## src/rtl/stg_ia_pkg.sv

```systemverilog
// Shared definitions for the instruction-address stage: address width,
// state encoding and the default PC increment.
package stg_ia_pkg;
  localparam int SIZE_ADDR  = 32;
  localparam int PC_INC_DEF = 1;

  typedef enum logic [1:0] {
    IA_BOOT = 2'd0,
    IA_RUN  = 2'd1,
    IA_HOLD = 2'd2,
    IA_LOST = 2'd3
  } ia_state_e;

  typedef logic [SIZE_ADDR-1:0] ia_addr_t;
endpackage

```

## src/rtl/stg_ia_perf_cnt.sv

```systemverilog
// Saturating event counter used by the optional fetch/bubble statistics.
module ia_perf_cnt #(
  parameter int W = 32
) (
  input  logic         iw_clk,
  input  logic         iw_rst_n,
  input  logic         iw_inc,
  output logic [W-1:0] ow_cnt
);
  // Count events, sticking at all-ones instead of wrapping.
  always_ff @(posedge iw_clk or negedge iw_rst_n) begin
    if (!iw_rst_n)                  ow_cnt <= '0;
    else if (iw_inc && ow_cnt != '1) ow_cnt <= ow_cnt + 1'b1;
  end
endmodule

```

## src/rtl/stg_ia.sv

```systemverilog
// Instruction-address stage: owns the fetch PC, requests words from the
// 1-cycle instruction memory and tags the returned word with PC/valid.
// Optional build macro AMBER_IA_PERF_EN adds fetch/bubble counters.
module stg_ia
  import stg_ia_pkg::*;
#(
  parameter ia_addr_t RESET_VECTOR = '0,
  parameter ia_addr_t PC_INC       = ia_addr_t'(PC_INC_DEF)
) (
  input  logic     iw_clk,
  input  logic     iw_rst_n,
  input  logic     iw_stall,
  input  logic     iw_redirect,
  input  ia_addr_t iw_redirect_pc,
  input  logic     iw_mem_gnt,
  output logic     ow_mem_req,
  output ia_addr_t ow_mem_addr,
  output ia_addr_t ow_pc,
  output logic     ow_ia_valid
`ifdef AMBER_IA_PERF_EN
  ,
  output logic [31:0] ow_perf_fetch,
  output logic [31:0] ow_perf_bubble
`endif
);
  ia_state_e state, nx_state;
  ia_addr_t  r_pc, r_last, nx_pc, nx_last, nx_opc;
  logic      nx_vld;
  // run_rules: cycle follows the normal issue rules (RUN, or HOLD on release)
  // replay:    stall dropped while the bus word was lost; rewind to r_last
  logic      run_rules, replay;

  // State and PC registers; reset discards any in-flight word via valid=0.
  always_ff @(posedge iw_clk or negedge iw_rst_n) begin
    if (!iw_rst_n) begin
      state       <= IA_BOOT;
      r_pc        <= RESET_VECTOR;
      r_last      <= RESET_VECTOR;
      ow_pc       <= '0;
      ow_ia_valid <= 1'b0;
    end else begin
      state       <= nx_state;
      r_pc        <= nx_pc;
      r_last      <= nx_last;
      ow_pc       <= nx_opc;
      ow_ia_valid <= nx_vld;
    end
  end

  // Next-state and request decode; redirect overrides stall and grant.
  always_comb begin
    nx_state    = state;
    nx_pc       = r_pc;
    nx_last     = r_last;
    nx_opc      = ow_pc;
    nx_vld      = ow_ia_valid;
    ow_mem_req  = 1'b0;
    ow_mem_addr = r_pc;
    run_rules   = 1'b0;
    replay      = 1'b0;
    if (iw_redirect) begin
      nx_state = IA_RUN;
      nx_pc    = iw_redirect_pc;
      nx_vld   = 1'b0;
    end else begin
      case (state)
        IA_BOOT: nx_state = IA_RUN;
        IA_RUN: begin
          if (iw_stall) nx_state = IA_HOLD;
          else          run_rules = 1'b1;
        end
        IA_HOLD: begin
          if (iw_stall) begin
            // keep the stalled word on the bus by re-reading it
            ow_mem_addr = r_last;
            ow_mem_req  = 1'b1;
            if (!iw_mem_gnt) nx_state = IA_LOST;
          end else run_rules = 1'b1;
        end
        IA_LOST: begin
          if (iw_stall) begin
            ow_mem_addr = r_last;
            ow_mem_req  = 1'b1;
            if (iw_mem_gnt) nx_state = IA_HOLD;
          end else replay = 1'b1;
        end
        default: nx_state = IA_BOOT;
      endcase
      if (replay) begin
        ow_mem_addr = r_last;
        nx_pc       = r_last;
        nx_vld      = 1'b0;
        nx_state    = IA_RUN;
      end
      if (run_rules) begin
        nx_state   = IA_RUN;
        ow_mem_req = 1'b1;
        if (iw_mem_gnt) begin
          nx_last = r_pc;
          nx_pc   = r_pc + PC_INC;
          nx_opc  = r_pc;
          nx_vld  = 1'b1;
        end else nx_vld = 1'b0;
      end
    end
  end

`ifdef AMBER_IA_PERF_EN
  logic perf_issue, perf_bubble;
  // Issue = granted request under run rules; bubble = denied grant or replay.
  always_comb begin
    perf_issue  = run_rules & iw_mem_gnt;
    perf_bubble = (run_rules & ~iw_mem_gnt) | replay;
  end

  ia_perf_cnt #(.W(32)) u_fetch_cnt (
    .iw_clk(iw_clk), .iw_rst_n(iw_rst_n), .iw_inc(perf_issue), .ow_cnt(ow_perf_fetch)
  );
  ia_perf_cnt #(.W(32)) u_bubble_cnt (
    .iw_clk(iw_clk), .iw_rst_n(iw_rst_n), .iw_inc(perf_bubble), .ow_cnt(ow_perf_bubble)
  );
`endif
endmodule

```

## config.mk

```make
export PLATFORM = sky130hd
export DESIGN_NAME = stg_ia
export DESIGN_NICKNAME = d
export VERILOG_FILES = /design/src/rtl/stg_ia_pkg.sv /design/src/rtl/stg_ia_perf_cnt.sv /design/src/rtl/stg_ia.sv
export SDC_FILE = /design/constraint.sdc
export NUM_CORES = 1
export LEC_CHECK = 0
export ABC_CLOCK_PERIOD_IN_PS = 2400
export CORE_MARGIN = 2
export CORE_UTILIZATION = 47
export DETAILED_ROUTE_END_ITERATION = 6
export PLACE_DENSITY = 0.77
export RECOVER_POWER = 25
export SYNTH_ARGS = -nofsm -noshare
export SYNTH_HDL_FRONTEND = slang
export SYNTH_SLANG_ARGS = --single-unit
```

## constraint.sdc

```tcl
create_clock -name iw_clk -period 2.4 [get_ports iw_clk]
set_input_delay 0.36 -clock iw_clk [delete_from_list [all_inputs] [get_ports iw_clk]]
set_output_delay 0.36 -clock iw_clk [all_outputs]
set_load 0.01 [all_outputs]
```

Yosys cells after proc, flatten, opt, wreduce, memory -nomap -nowiden
Cells that the tools add are included.

Register bits: 67. Bits in latches: 0. RAM bits: 0. Memory bits (read-only): 0. Bits of input ports: 37. Output and inout port bits: 66. Logic and storage cells: 50. Memories kept: 0.

Add/sub/neg operators: 1. Multiply operators: 0. Div/mod/pow operators: 0. Order comparisons: 0. Equal/unequal tests: 8. Shift-type cells: 0. Multiplexer cells: 30. Bitwise logic cells: 1. Reduce and logical (&&, ||, !) cells: 6.

Operator list (count): 32-bit two-way mux (8); 32-bit by 1-bit adder with 32-bit output, second input constant (1); 5-bit != test, second input constant (5); 2-bit two-way mux (8); 1-bit two-way mux (13); 2-bit case mux with 4 select lines (1); 5-bit AND reduction (1); 2-bit == test, second input constant (2); 2-bit OR reduction (2); 3-bit AND reduction (1); 3-bit nonzero test (1); 2-bit by 1-bit == test with 1-bit output, second input constant (1); 2-bit zero test (1); 1-bit inverter (1).

Depth between registers and ports, before layout
Word-level depth: 7. Gate-level depth with buffers: 9.

Least setup slack after synthesis
Ideal clock, no wire load.

Kind: flip-flop to flip-flop. Start: register state[0]. End: register r_pc[17]. Library setup time: 0.079 ns. Data arrival time: 2.063 ns. Path slack: 0.257 ns. Cell stages (with the launch flop): 9. Buffers on the path: 1. Clock period less this slack: 2.143 ns. Cell sequence: dfrtp_1 > inv_1 > ha_1 > and3b_1 > clkbuf_1 > nand2_1 > nor4_1 > mux2_2 > a2bb2oi_1.

Word-level cells in the longest chain between the ends: 7.

Ends and longest elaborated chain: from (decl) (RTL line stg_ia.sv:26) `ia_state_e state, nx_state;`; from (signal assigned) (RTL line stg_ia.sv:42) `state <= nx_state;`; 2-bit == test (RTL line stg_ia.sv:66) `case (state)`; 1-bit two-way mux (RTL line stg_ia.sv:66); 1-bit two-way mux (RTL line stg_ia.sv:61) `if (iw_redirect) begin`; 32-bit two-way mux (RTL line stg_ia.sv:89) `if (replay) begin`; 32-bit two-way mux (RTL line stg_ia.sv:98) `if (iw_mem_gnt) begin`; 32-bit two-way mux * (RTL line stg_ia.sv:95) `if (run_rules) begin`; 32-bit two-way mux * (RTL line stg_ia.sv:61); net nx_pc[17] (RTL line stg_ia.sv:27) `ia_addr_t r_pc, r_last, nx_pc, nx_last, nx_opc;`; to (signal assigned) (RTL line stg_ia.sv:43) `r_pc <= nx_pc;`; to (decl) (RTL line stg_ia.sv:27).

Mark *: on every way through the listed nets, which the timed path passes. The rest lies on a longest branch. The select of a mux whose other input is x is not followed. A chain may end at the register's enable or synchronous reset.

Final worst setup path
Start: register state[0]. End: output ow_mem_addr[13].

Word-level cells in the longest chain between the ends: 5.

Ends and longest elaborated chain: 2-bit == test (RTL line stg_ia.sv:66); 2-bit OR reduction (no source line) / 1-bit two-way mux (equally long branches); 32-bit two-way mux / 1-bit two-way mux (equally long branches); 32-bit two-way mux * (RTL line stg_ia.sv:89); 32-bit two-way mux * (RTL line stg_ia.sv:61); to (decl) (RTL line stg_ia.sv:17) `output ia_addr_t ow_mem_addr,`.

Every way passes the cells marked *; elsewhere a longest branch is shown, timed or not. The select of a mux whose other input is x is not followed.

==> flow_summary.yaml <==
cells_and_area:
  multi_input_area_um2: 2410
  drive_gt1_share_pct: 30.1
  fill_cells: 660
  final_cells: 649
  nets: 578
  regArea_um2: 1680
  area_growth_pct: 40.7
  utilization_pct: 67.7
  n_antenna_cell: 0
worst_setup_path:
  cp_max_fo: 8
  worst_setup_path_end_kind: "output pin"
  slowest_delay_ps: 450
  cp-start-kind: "flip-flop"
  arrival_ps: 2060
  r2r_start: "state[0]"
  ff2ff_setup_slack_ps: 170
  crit_type: "flip-flop to output pin"
  path_cells: "inv_2, ha_4, a21oi_4, nor2_4, buf_12, buf_12, buf_6, mux2_4, buf_6"
  r2r_end: "r_pc[17]"
  crit_required_ps: 2040
  rr_worst_depth: 8
  cpMaxStageDelayCell: "dfrtp_2"
sta:
  worst_pin_slew_ps: 1930
  rsz0062_at_grt: "true"
  setup_slack_ps: -16.8
  max-slew-margin-rel_pct: -28.8
  drv_slew: 69
  fin_skew_ps: 13.6
  fmax_mhz: 414
  finalSetupViolCount: 2
  final-hold-violation-count: 0
  min_period_ps: 2420
  tns_ps: -19.5
  final.period_utilization_pct: 101
power_and_ir_drop:
  p_int_mw: 3.94
  power_frac_seq_pct: 33.2
  leakagePower_nw: 2.31
  power_density_nw_per_um2: 1070
  p_sw_share_pct: 37.2
  switchingPower_mw: 2.34
  p_clk_share_pct: 16.0
  combPwrFrac_pct: 50.8
  peakVddDrop_uv: 591
grt:
  grt.total_usage_pct: 26.6
  grt_pass1_wl_um: 20500
  grt_max_degree: 40
  grt_pass1_vias: 4141
  grt_antenna_before_repair: 0
  grt_overflow: 0
floorplan:
  coreArea_um2: 8640
  fp-row-count: 34
  die_x_um: 98.0
  die-area_um2: 9610
  initial_core_util_pct: 48.1
  die_y_um: 98.0
  ios: 103
synth:
  yosysTopAreaCellShare_pct: 40.3
  synth.most_common_cell: "dfrtp_1"
  synth-edff-count: 0
  synthTopCellsByArea: "dfrtp_1 (40%), mux2_2 (18%), mux2i_1 (4.8%), nand2_1 (3.1%), o21ai_0 (3.0%)"
  syn_inst: 415
  ys.flop_type: "dfrtp_1"
  yosys_warnings: 0
  synth_area_um2: 4160
  synth_fp_nets: 457
  synth.avg_cell_area_um2: 10.0
  yosys-top-cells-count: "dfrtp_1 (67), mux2_2 (66), nand2_1 (34)"
  ys_ff_latch: 67
  synth_area_leader_cell: "dfrtp_1"
  async_flop_share_pct: 100
  ys_types: 49
  synth-seq-area-share_pct: 40.3
cts:
  root_buffer: "clkbuf_8"
  clock_sinks: 67
  htreeDepth: 3
  tritoncts: "built"
  ctsLongestPathBuffers: 2
  cts_buffers: 9
  cts_hold_buf: 0
  clkSlewWorstSetupHoldPaths_ps: 80
  clock_latency_ps: 350
min_path:
  holdPathStages: 1
  hold-path-endpoint: "ow_ia_valid"
  min_from: "ow_ia_valid"
  hp-class: "flip-flop to flip-flop"
routing:
  dr.pass1.iters: 5
  drt_iter0_markers: 286
  vias: 3974
  ant_nets: 0
  drt_wl_total_um: 12300
  drcViolationCount: 0
  vias_per_cell: 6.12
  wl_per_cell_um: 19.0
placement:
  gp_congestion: 0.842
  hpwlAfterDp_um: 8260
  dp_cells: 624
  portBuffers: 102
flow_run:
  maxCapViolations: 2
outcome:
  violations: "max-capacitance violations, max-slew violations, negative setup slack"
  status: "finished with violations"
==> how the worst max path moves through the flow <==
stage,start,end
2_1_floorplan,state[0],r_pc[17]
3_3_place_gp,iw_stall,ow_mem_addr[15]
3_5_place_dp,iw_stall,ow_mem_addr[20]
4_1_cts,state[0],ow_mem_addr[22]
5_1_grt,state[0],ow_mem_addr[13]
6_report,state[0],ow_mem_addr[13]
==> area by class of cell <==
type / instances / area share (%)
Tap cell: 108 / 2.31
Sequential cell: 67 / 28.7
Multi-Input combinational cell: 314 / 41.1
Clock buffer: 11 / 2.59
Clock inverter: 5 / 1.05
Inverter: 5 / 0.321
Timing Repair Buffer: 139 / 23.9
==> registers in the layout, summed over array words and instances, names as in the netlist <==
register	count
r_pc	32
r_last	32
state	2
ow_ia_valid	1
==> metrics by stage <==
step                power [mW]  setup WS, ps  hold WS (ps)  area (um^2)
global route              6.66         -93.9           543         5850
global placement          4.93         -92.3           432         5430
detailed placement        5.05          -123           438         5430
CTS                       6.22         -79.1          61.6         5810
floorplan                 3.53           257          64.4         4160
finish                    6.28         -16.8           516         5850
==> power groups by stage <==
stage	Combinational, mW	Sequential (mW)	Clock [mW]
final	3.19	2.09	1.00
after global routing	3.43	2.16	1.06
after CTS	3.14	2.07	1.01
after detailed placement	2.97	2.07	0
after global placement	2.90	2.04	0
after floorplan	1.48	2.05	0
==> cell families after synthesis <==
| logic type | synth area share (%) |
|---|---|
| xor+xnor | 2.95 |
| flops | 40.3 |
| buf+inv | 4.18 |
| fa+ha+maj | 1.51 |
| simple gates | 15.8 |
| compound gates | 12.5 |
| mux | 22.7 |
==> repair_timing <==
action	4_1_cts	5_1_grt
gates resized for setup	160	13
gates cloned	3	0
endpoints found under the setup margin	32	33
setup buffers	8	0
endpoints found under the hold margin	0	0
pin swaps	2	1
==> cells in the final DEF, fill, tap and decap left out, drive strengths merged, types with 3 or more instances in the layout <==
cell	netlist	routed
clkbuf	18	13
clkdlybuf4s50	0	68
mux2i	20	20
or4	3	3
clkinvlp	0	3
nor3	7	7
a221oi	5	5
o31ai	7	7
nor2	22	22
clkdlybuf4s15	0	8
nand4	10	10
nand3	21	21
a21oi	22	22
dfrtp	67	67
a211oi	4	4
and3	9	9
buf	11	60
inv	5	5
xnor2	5	5
nand2	34	34
nor4	9	9
o21ai	25	25
ha	5	5
xor2	9	9
mux2	66	66
==> critical path, delay by kind of cell, from the launching register on <==
kind | cells | cell delay, ps
compound gates | 1 | 50
fa+ha+maj | 1 | 150
buf+inv | 5 | 590
flops | 1 | 450
mux | 1 | 290
simple gates | 1 | 180
==> metal layers <==
layer	routed length, um	GRT usage (%)	up-vias
met5	0	0	-
met1	5020	32.4	1978
met2	6150	45.3	170
met4	401	12.2	0
li1	-	-	1793
met3	773	5.65	33
(Power assumes the default switching activity.)
